`src/rtl/scan_sram_bridge.sv`:
```
// Scan-side bridge onto the ping-pong FFT SRAM banks: arbitrates against fft_busy and sequences macro read latency.
// Optional WAIT_OWN timeout under `SCAN_SRAM_BRIDGE_TIMEOUT_EN; sram_ready is a single pulse and the request must drop before the next access.
module scan_sram_bridge #(
  parameter int ADDR_W         = 9,
  parameter int DATA_W         = 32,
  parameter int READ_LATENCY   = 1,
  parameter int TIMEOUT_CYCLES = 1024
) (
  input  logic              clk,
  input  logic              rst_n,
  input  logic              sram_ren,
  input  logic              sram_wen,
  input  logic [ADDR_W-1:0] sram_addr,
  input  logic [DATA_W-1:0] sram_wdata,
  output logic [DATA_W-1:0] sram_rdata,
  output logic              sram_ready,
  input  logic              select_sram_reg,
  input  logic              fft_busy,
  output logic              scan_owns_mem,
  output logic              mem0_cen,
  output logic              mem1_cen,
  output logic              mem_we,
  output logic [ADDR_W-1:0] mem_addr,
  output logic [DATA_W-1:0] mem_wdata,
  input  logic [DATA_W-1:0] mem0_rdata,
  input  logic [DATA_W-1:0] mem1_rdata,
  output logic              timeout_flag
);

  typedef enum logic [2:0] {IDLE, WAIT_OWN, ACCESS, RDWAIT, RESP, HOLD} state_t;

  localparam int LAT_W = (READ_LATENCY > 2) ? $clog2(READ_LATENCY) : 1;

  state_t            state, state_nxt;
  logic              req;
  logic              we_q, bank_q;
  logic [ADDR_W-1:0] addr_q;
  logic [DATA_W-1:0] wdata_q, rdata_q, bank_rdata;
  logic [LAT_W-1:0]  lat_cnt;
  logic              rd_done;
  logic              to_fire;
  logic              timed_out;

  assign req        = sram_ren | sram_wen;
  assign bank_rdata = bank_q ? mem1_rdata : mem0_rdata;
  assign rd_done    = (lat_cnt == LAT_W'(READ_LATENCY - 2));

  // Macro data is only valid during RESP, so pass it straight through then and hold the copy afterwards.
  assign sram_rdata = (state == RESP && !we_q && !timed_out) ? bank_rdata : rdata_q;

`ifdef SCAN_SRAM_BRIDGE_TIMEOUT_EN
  localparam int TO_W = $clog2(TIMEOUT_CYCLES + 1);

  logic [TO_W-1:0] to_cnt;
  logic            to_flag_q;

  assign to_fire      = (state == WAIT_OWN) && fft_busy && (to_cnt == TO_W'(TIMEOUT_CYCLES - 1));
  assign timeout_flag = to_flag_q;

  always_ff @(posedge clk) begin
    if (!rst_n) begin
      to_cnt    <= '0;
      timed_out <= 1'b0;
      to_flag_q <= 1'b0;
    end else begin
      to_cnt    <= (state == WAIT_OWN && state_nxt == WAIT_OWN) ? to_cnt + 1'b1 : '0;
      timed_out <= to_fire;
      if (to_fire) to_flag_q <= 1'b1;
    end
  end
`else
  assign to_fire      = 1'b0;
  assign timed_out    = 1'b0;
  assign timeout_flag = 1'b0;
`endif

  always_ff @(posedge clk) begin
    if (!rst_n) begin
      state   <= IDLE;
      we_q    <= 1'b0;
      bank_q  <= 1'b0;
      addr_q  <= '0;
      wdata_q <= '0;
      rdata_q <= '0;
      lat_cnt <= '0;
    end else begin
      state <= state_nxt;
      // Write wins when both request lines are high.
      if (state == IDLE && req) begin
        addr_q  <= sram_addr;
        wdata_q <= sram_wdata;
        we_q    <= sram_wen;
        bank_q  <= select_sram_reg;
      end
      lat_cnt <= (state == RDWAIT) ? lat_cnt + 1'b1 : '0;
      if (to_fire && !we_q)
        rdata_q <= DATA_W'(32'hDEAD_BEEF);
      else if (state == RESP && !we_q && !timed_out)
        rdata_q <= bank_rdata;
    end
  end

  always_comb begin
    state_nxt     = state;
    scan_owns_mem = 1'b0;
    mem0_cen      = 1'b0;
    mem1_cen      = 1'b0;
    mem_we        = 1'b0;
    mem_addr      = '0;
    mem_wdata     = '0;
    sram_ready    = 1'b0;
    case (state)
      IDLE: begin
        if (req) state_nxt = fft_busy ? WAIT_OWN : ACCESS;
      end
      WAIT_OWN: begin
        if (!fft_busy)    state_nxt = ACCESS;
        else if (to_fire) state_nxt = RESP;
      end
      ACCESS: begin
        scan_owns_mem = 1'b1;
        mem0_cen      = !bank_q;
        mem1_cen      = bank_q;
        mem_we        = we_q;
        mem_addr      = addr_q;
        mem_wdata     = wdata_q;
        state_nxt     = (we_q || READ_LATENCY == 1) ? RESP : RDWAIT;
      end
      RDWAIT: begin
        scan_owns_mem = 1'b1;
        if (rd_done) state_nxt = RESP;
      end
      RESP: begin
        sram_ready = 1'b1;
        state_nxt  = HOLD;
      end
      HOLD: begin
        if (!req) state_nxt = IDLE;
      end
      default: state_nxt = IDLE;
    endcase
  end

endmodule
```
`config.mk`:
```
export PLATFORM = sky130hd
export DESIGN_NAME = scan_sram_bridge
export DESIGN_NICKNAME = d
export VERILOG_FILES = /design/src/rtl/scan_sram_bridge.sv
export SDC_FILE = /design/constraint.sdc
export NUM_CORES = 1
export LEC_CHECK = 0
export CAP_MARGIN = 20
export CELL_PAD_IN_SITES_DETAIL_PLACEMENT = 1
export CELL_PAD_IN_SITES_GLOBAL_PLACEMENT = 1
export CORE_ASPECT_RATIO = 0.75
export CORE_UTILIZATION = 30
export CTS_CLUSTER_DIAMETER = 60
export DETAILED_ROUTE_END_ITERATION = 6
export HOLD_SLACK_MARGIN = 0.02
export PLACE_DENSITY_LB_ADDON = 0.1
export SYNTH_ARGS = -nofsm -noshare
export SYNTH_HDL_FRONTEND = slang
export SYNTH_SLANG_ARGS = --single-unit
export TNS_END_PERCENT = 10
```
`constraint.sdc`:
```
create_clock -name clk -period 2 [get_ports clk]
set_input_delay 0.6 -clock clk [delete_from_list [all_inputs] [get_ports clk]]
set_output_delay 0.6 -clock clk [all_outputs]
set_load 0.05 [all_outputs]
```
==> results of run 1 <==
## worst reg2reg max path, cell delays in order (launching register included)
cell and delay (ns):
dfxtp_1 0.33, buf_4 0.18, nor3_1 0.34, nor2b_4 0.29, buf_12 0.24, mux2i_1 0.23
## per-layer routing
metal | part of all wire [%] | GRT usage (%) | vias to the layer above | wire length (um)
li1 | - | - | 1995 | -
met1 | 41 | 22.4 | 1970 | 5610
met2 | 51 | 37.6 | 107 | 7050
met3 | 6.7 | 6.05 | 14 | 921
met4 | 1.3 | 6.31 | 0 | 178
met5 | 0 | 0 | - | 0
## registers in the layout, indices dropped and copies added, names as in the netlist
signal and cells:
bank_q 1, rdata_q 32, we_q 1, addr_q 9, lat_cnt 1, state 3
wdata_q 32
## where the power goes
part | internal [uW] | leakage [uW] | total [uW] | switching [uW]
clock | 1120 | 0.000155 | 1770 | 652
sequential | 1740 | 0.000648 | 1830 | 82.1
combinational | 1280 | 0.00239 | 2540 | 1250
total | 4150 | 0.00319 | 6130 | 1990
## path summary, 6_finish.rpt
check	endpoint	startpoint	slack, ns	depth (start not counted)
max	sram_rdata[20]	we_q$_SDFFE_PN0P_	-0.34	6
min	wdata_q[16]$_SDFFE_PN0P_	wdata_q[16]$_SDFFE_PN0P_	0.45	2
max reg2reg	wdata_q[20]$_SDFFE_PN0P_	state[0]$_SDFFE_PN0P_	0.32	5
min reg2reg	wdata_q[16]$_SDFFE_PN0P_	wdata_q[16]$_SDFFE_PN0P_	0.45	2
## placed cells by master, fill, tap and decap left out, types with 2 or more instances in the layout
cell type        instances
o21ai_0                  3
a21oi_4                  6
nand2b_1                 2
nand2_1                 86
a211oi_1                 2
nor2_2                  16
nor2_1                  19
and2_4                  24
inv_1                    2
buf_12                  85
and2_1                  19
bufbuf_16                2
dfxtp_1                 75
buf_4                   69
a21oi_2                 26
a211oi_2                32
dfxtp_2                  4
clkbuf_16                9
buf_6                    7
clkdlybuf4s50_1        109
mux2i_1                 73
nor3_1                   2
bufinv_16                2
a21oi_1                  3
clkinv_2                 2
## timing repair
item                                    CTS  global route
pin swaps                                10            18
endpoints found under the hold margin     0             0
endpoints found under the setup margin   76            77
buffers inserted                          1             0
gates resized for setup                  36            17
gates cloned                              2             0
## layout make-up
| cell class | instances | area, sq um | area share, % |
|---|---|---|---|
| clock buffers | 11 | 243 | 3.01 |
| clock inverters | 4 | 70.1 | 0.869 |
| inverters | 3 | 11.3 | 0.140 |
| multi-input cells | 325 | 2480 | 30.8 |
| flip-flops and latches | 79 | 1590 | 19.7 |
| well taps | 171 | 214 | 2.65 |
| repair buffers | 273 | 3460 | 42.9 |
## metrics by stage
| step | setup TNS, ns | hold WS [ns] | instances |
|---|---|---|---|
| 2_1_floorplan | -7.91 | 0.429 | 446 |
| 3_3_place_gp | -5.03 | 0.437 | 848 |
| 3_5_place_dp | -5.76 | 0.446 | 848 |
| 4_1_cts | -19.96 | 0.457 | 866 |
| 5_1_grt | -23.28 | 0.476 | 866 |
| 6_report | -18.11 | 0.455 | 866 |
## cell families (layout without fill, tap and decap cells)
kind of cell	after synthesis	in the layout	share of synthesized area, %
AO/OA/AOI/OAI	74	74	15.5
multiplexers	74	74	18.4
AND/OR/NAND/NOR	176	176	20.2
other	1	1	0.0932
flip-flops	79	79	39.3
buffers and inverters	42	291	6.56
==> results by group, run 1 <==
Finish
  – FILL cells: 1,355
  – Core Util, Final: 62.0%
  – Share of layout cells above drive strength 1: 42.3%
  – Design Area, Final: 8070 sq um
  – Ant diodes: 0
  – Area Overhead vs Synth: 100%
  – Layout Nets: 802

Timing
  – Rel. slew slack: 34.6%
  – RSZ-0062 raised after global routing: yes
  – Final Hold Viols: 0
  – Setup violations, final: 75
  – Fin crit period: 2.34 ns
  – Slew Viols, Final: 0
  – FMAX: 0.427 GHz
  – Worst Tran Pin Value: 0.979 ns
  – Final WS setup: -0.341 ns
  – Period utilization: 117%
  – Skew final: 0.00473 ns

Setup path
  – Most numerous cell on the critical path: buf_6
  – Worst setup path class: reg2out
  – Max stage delay on crit path: 0.33 ns
  – Worst path bufs/invs: 3
  – WP data required: 1.40 ns
  – Worst setup EP type: primary output
  – CP arrival: 1.74 ns
  – Crit-path max FO: 12
  – Family with the most delay on the worst path: buffers and inverters
  – Crit-path slowest cell: dfxtp_2
  – CP Launch Type: flop
  – CP Cell Sequence: nor4b_4, buf_6, buf_6, nor2_1, a21oi_2, buf_12

Routing
  – Routed WL: 13,800 um
  – First drt pass iteration count: 4
  – Remaining DRCs: 0
  – Vias: 4,086
  – Via density: 4.72
  – ANT nets after route: 0
  – Wire per inst: 15.9 um
  – DRT iter0 DRCs: 72

Worst hold path
  – HP Class: reg2reg

Yosys
  – Commonest cells in the netlist: 86 x nand2_1, 79 x dfxtp_1, 74 x mux2i_1
  – EDFF count, synth: 0
  – Seq cells post-synth: 79
  – Main flop type after synthesis: dfxtp_1
  – Syn Area/Cell: 9.02 sq um
  – YS warnings: 0
  – Cell with the most instances after synthesis: nand2_1
  – Asr flop ratio synth: 0%
  – Top post-synthesis cells by area: dfxtp_1 39%, mux2i_1 18%, a211oi_2 10%
  – Mapped Cells: 446
  – Post-synth cell types: 23
  – Sequential-to-total area share from yosys stat: 39.3%
  – Top-area cell type share of the netlist area: 39.3%
  – Synthesized net count: 557
  – Mapped cell area: 4020 sq um
  – Synth area leader: dfxtp_1

Floorplanning
  – Starting Density: 30.9%
  – # rows: 36
  – DIE HEIGHT: 102 um
  – IO Pins: 190
  – Die Span X: 136 um
  – Core ar.: 13,000 sq um
  – Die area: 13,900 sq um

Power
  – Peak VDD IR: 0.504 mV
  – LEAKAGE: 0.00319 uW
  – Pwr dens: 760 nW/um^2
  – Tot Pwr: 6130 uW

Clock tree
  – Clock sinks: 79
  – H-tree Lvls: 3
  – Skew-Pair Late Insertion Delay: 0.34 ns
  – Clk slew on worst S/H paths: 0.06 ns
  – CTS Buf Count: 9
  – Hold_buf cts: 0
  – TritonCTS clock tree: built
  – CTS root buf: clkbuf_16
  – Worst-case clock buffer depth: 2

Place
  – Dpl ws: -0.311 ns
  – Placed cell area: 7530 sq um
  – Hpwl dp: 9930 um
  – Gpl congestion: 0.755
  – PortBufs: 188

Global routing
  – Vias in the first global route: 4,341
  – GR Overflow Total: 0
  – GRT Total Usage: 20.3%
  – Initial antenna violation count: 0
  – Largest net degree at the start of global routing: 87
  – First-pass GRT wire length: 21,900 um

Outcome
  – Status: finished, violations left
  – Failing checks: negative setup slack

Run
  – Max-cap violations: 0
(Power assumes the default switching activity.)
==> run 2: changes to the inputs <==
--- a/config.mk
+++ b/config.mk
@@ -12,6 +12,7 @@
 export CORE_UTILIZATION = 30
 export CTS_CLUSTER_DIAMETER = 60
 export DETAILED_ROUTE_END_ITERATION = 6
+export GPL_TIMING_DRIVEN = 0
 export HOLD_SLACK_MARGIN = 0.02
 export PLACE_DENSITY_LB_ADDON = 0.1
 export SYNTH_ARGS = -nofsm -noshare
==> results by group, run 2 (synthesis results as in run 1) <==
Outcome
  – Status: finished, violations left
  – Failing checks: negative setup slack

Timing
  – Setup violations, final: 75
  – Rel. slew slack: 43.1%
  – FMAX: 0.418 GHz
  – Fin crit period: 2.39 ns
  – Skew final: 0.00571 ns
  – Period utilization: 119%
  – RSZ-0062 raised after global routing: yes
  – Slew Viols, Final: 0
  – Worst Tran Pin Value: 0.853 ns
  – Final Hold Viols: 0
  – Final WS setup: -0.389 ns

Worst hold path
  – Hold path depth: 2
  – HP Start: wdata_q[30]$_SDFFE_PN0P_
  – HP Class: reg2reg
  – Worst Hold End: wdata_q[30]$_SDFFE_PN0P_

Global routing
  – Initial antenna violation count: 0
  – GR Overflow Total: 0
  – First-pass GRT wire length: 21,800 um
  – Largest net degree at the start of global routing: 14
  – Vias in the first global route: 4,324
  – GRT Total Usage: 20.6%

Finish
  – Commonest non-fill, non-tap cells in the layout: 109 x clkdlybuf4s50_1, 86 x nand2_1, 76 x dfxtp_1
  – Design Area, Final: 7540 sq um
  – Layout Nets: 774
  – FILL cells: 1,366
  – Share of layout cells above drive strength 1: 43.3%
  – Largest registers: rdata_q x32, wdata_q x32, addr_q x9
  – Post-Layout Cell Count: 839
  – Area Overhead vs Synth: 87.3%
  – Ant diodes: 0
  – Most common cell after layout, fill and taps aside: clkdlybuf4s50_1

Power
  – Peak VDD IR: 0.444 mV
  – LEAKAGE: 0.00298 uW
  – Pwr dens: 784 nW/um^2

Routing
  – Via density: 4.78
  – First drt pass iteration count: 3
  – ANT nets after route: 0
  – Vias: 4,008
  – Remaining DRCs: 0
  – Wire per inst: 17.2 um
  – Routed WL: 14,400 um
  – DRT iter0 DRCs: 62

Floorplanning
  – IO Pins: 190
  – Die area: 13,900 sq um
  – Core ar.: 13,000 sq um
  – DIE HEIGHT: 102 um
  – # rows: 36
  – Die Span X: 136 um
  – Starting Density: 30.9%

Run
  – Max-cap violations: 0

Clock tree
  – Skew-Pair Late Insertion Delay: 0.33 ns
  – CTS root buf: clkbuf_16
  – H-tree Lvls: 3
  – Clock sinks: 79
  – Worst-case clock buffer depth: 2
  – TritonCTS clock tree: built
  – Hold_buf cts: 0
  – Clk slew on worst S/H paths: 0.06 ns
  – CTS Buf Count: 9

Setup path
  – Worst setup path class: reg2out
  – FF-to-FF path depth: 7
  – Most numerous cell on the critical path: buf_6
  – Worst setup EP type: primary output
  – WP data required: 1.40 ns
  – Max stage delay on crit path: 0.31 ns
  – CP arrival: 1.79 ns
  – FF-to-FF End: addr_q[4]$_SDFFE_PN0P_
  – CP Launch Point: state[0]$_SDFFE_PN0P_
  – Worst path bufs/invs: 4
  – Crit-path max FO: 8
  – CP Cell Sequence: buf_6, nor4b_4, buf_6, clkbuf_16, nor2_2, a21oi_2, buf_6
  – Reg-to-reg slack, setup: 0.31 ns
  – Family with the most delay on the worst path: buffers and inverters
  – CP Launch Type: flop
  – Crit-path slowest cell: dfxtp_2
  – Reg-to-Reg Start: state[0]$_SDFFE_PN0P_

Place
  – Dpl cells: 804
  – Placed cell area: 6280 sq um
  – Gpl congestion: 0.747
  – PortBufs: 187
  – Hpwl dp: 10,000 um
==> run 2: how the worst max path moves through the flow <==
stage | cells after the start | slack, ns | end
after floorplan | 5 | -0.16 | sram_rdata[0]
after global placement | 6 | -1.18 | mem_wdata[29]
after detailed placement | 6 | -1.20 | mem_wdata[30]
after CTS | 7 | -0.41 | sram_rdata[7]
after global routing | 7 | -0.49 | sram_rdata[10]
final | 7 | -0.39 | sram_rdata[16]
==> run 2: repair_timing <==
item	4_1_cts	5_1_grt
pin swaps	25	9
setup buffers	13	4
gates cloned	2	2
resized for setup	680	38
setup endpoints to repair	78	77
==> run 2: worst min-delay path, delay by kind of cell (launching register included) <==
family	cells	cell delay, ns
flip-flops	1	0.31
multiplexers	1	0.05
AND/OR/NAND/NOR	1	0.05
==> run 2: metrics by stage <==
stage	setup TNS, ns	setup WS (ns)	util, %	power [uW]	hold slack [ns]
after global placement	-71.59	-1.18	48.3	3710	0.437
final	-20.10	-0.389	57.9	5910	0.458
after CTS	-20.53	-0.411	56.5	5890	0.459
after floorplan	-7.91	-0.159	-	3100	0.429
after detailed placement	-73.03	-1.20	48.3	3760	0.443
after global routing	-26.13	-0.489	57.9	6170	0.479
==> run 2: final cells by class <==
class                   count  area [sq um]  share of cell area (%)
multi-input cells         325          2640                    35.0
repair buffers            208          2350                    31.2
flip-flops and latches     79          1590                    21.1
plain buffers              37           407                    5.40
clock buffers              11           243                    3.22
well taps                 171           214                    2.84
clock inverters             5          81.3                    1.08
inverters                   3          11.3                   0.149
==> run 2: routing by layer <==
metal / GRT usage, % / share of wire (%)
met4: 6.83 / 1.6
met1: 24.4 / 43
met5: 0 / 0
met2: 36.3 / 50
met3: 5.21 / 5.5
==> run 2: where the power goes <==
| group | internal (uW) | total [uW] | switching, uW |
|---|---|---|---|
| clock network | 1130 | 1800 | 667 |
| registers | 1740 | 1830 | 90.3 |
| logic | 1040 | 2280 | 1230 |
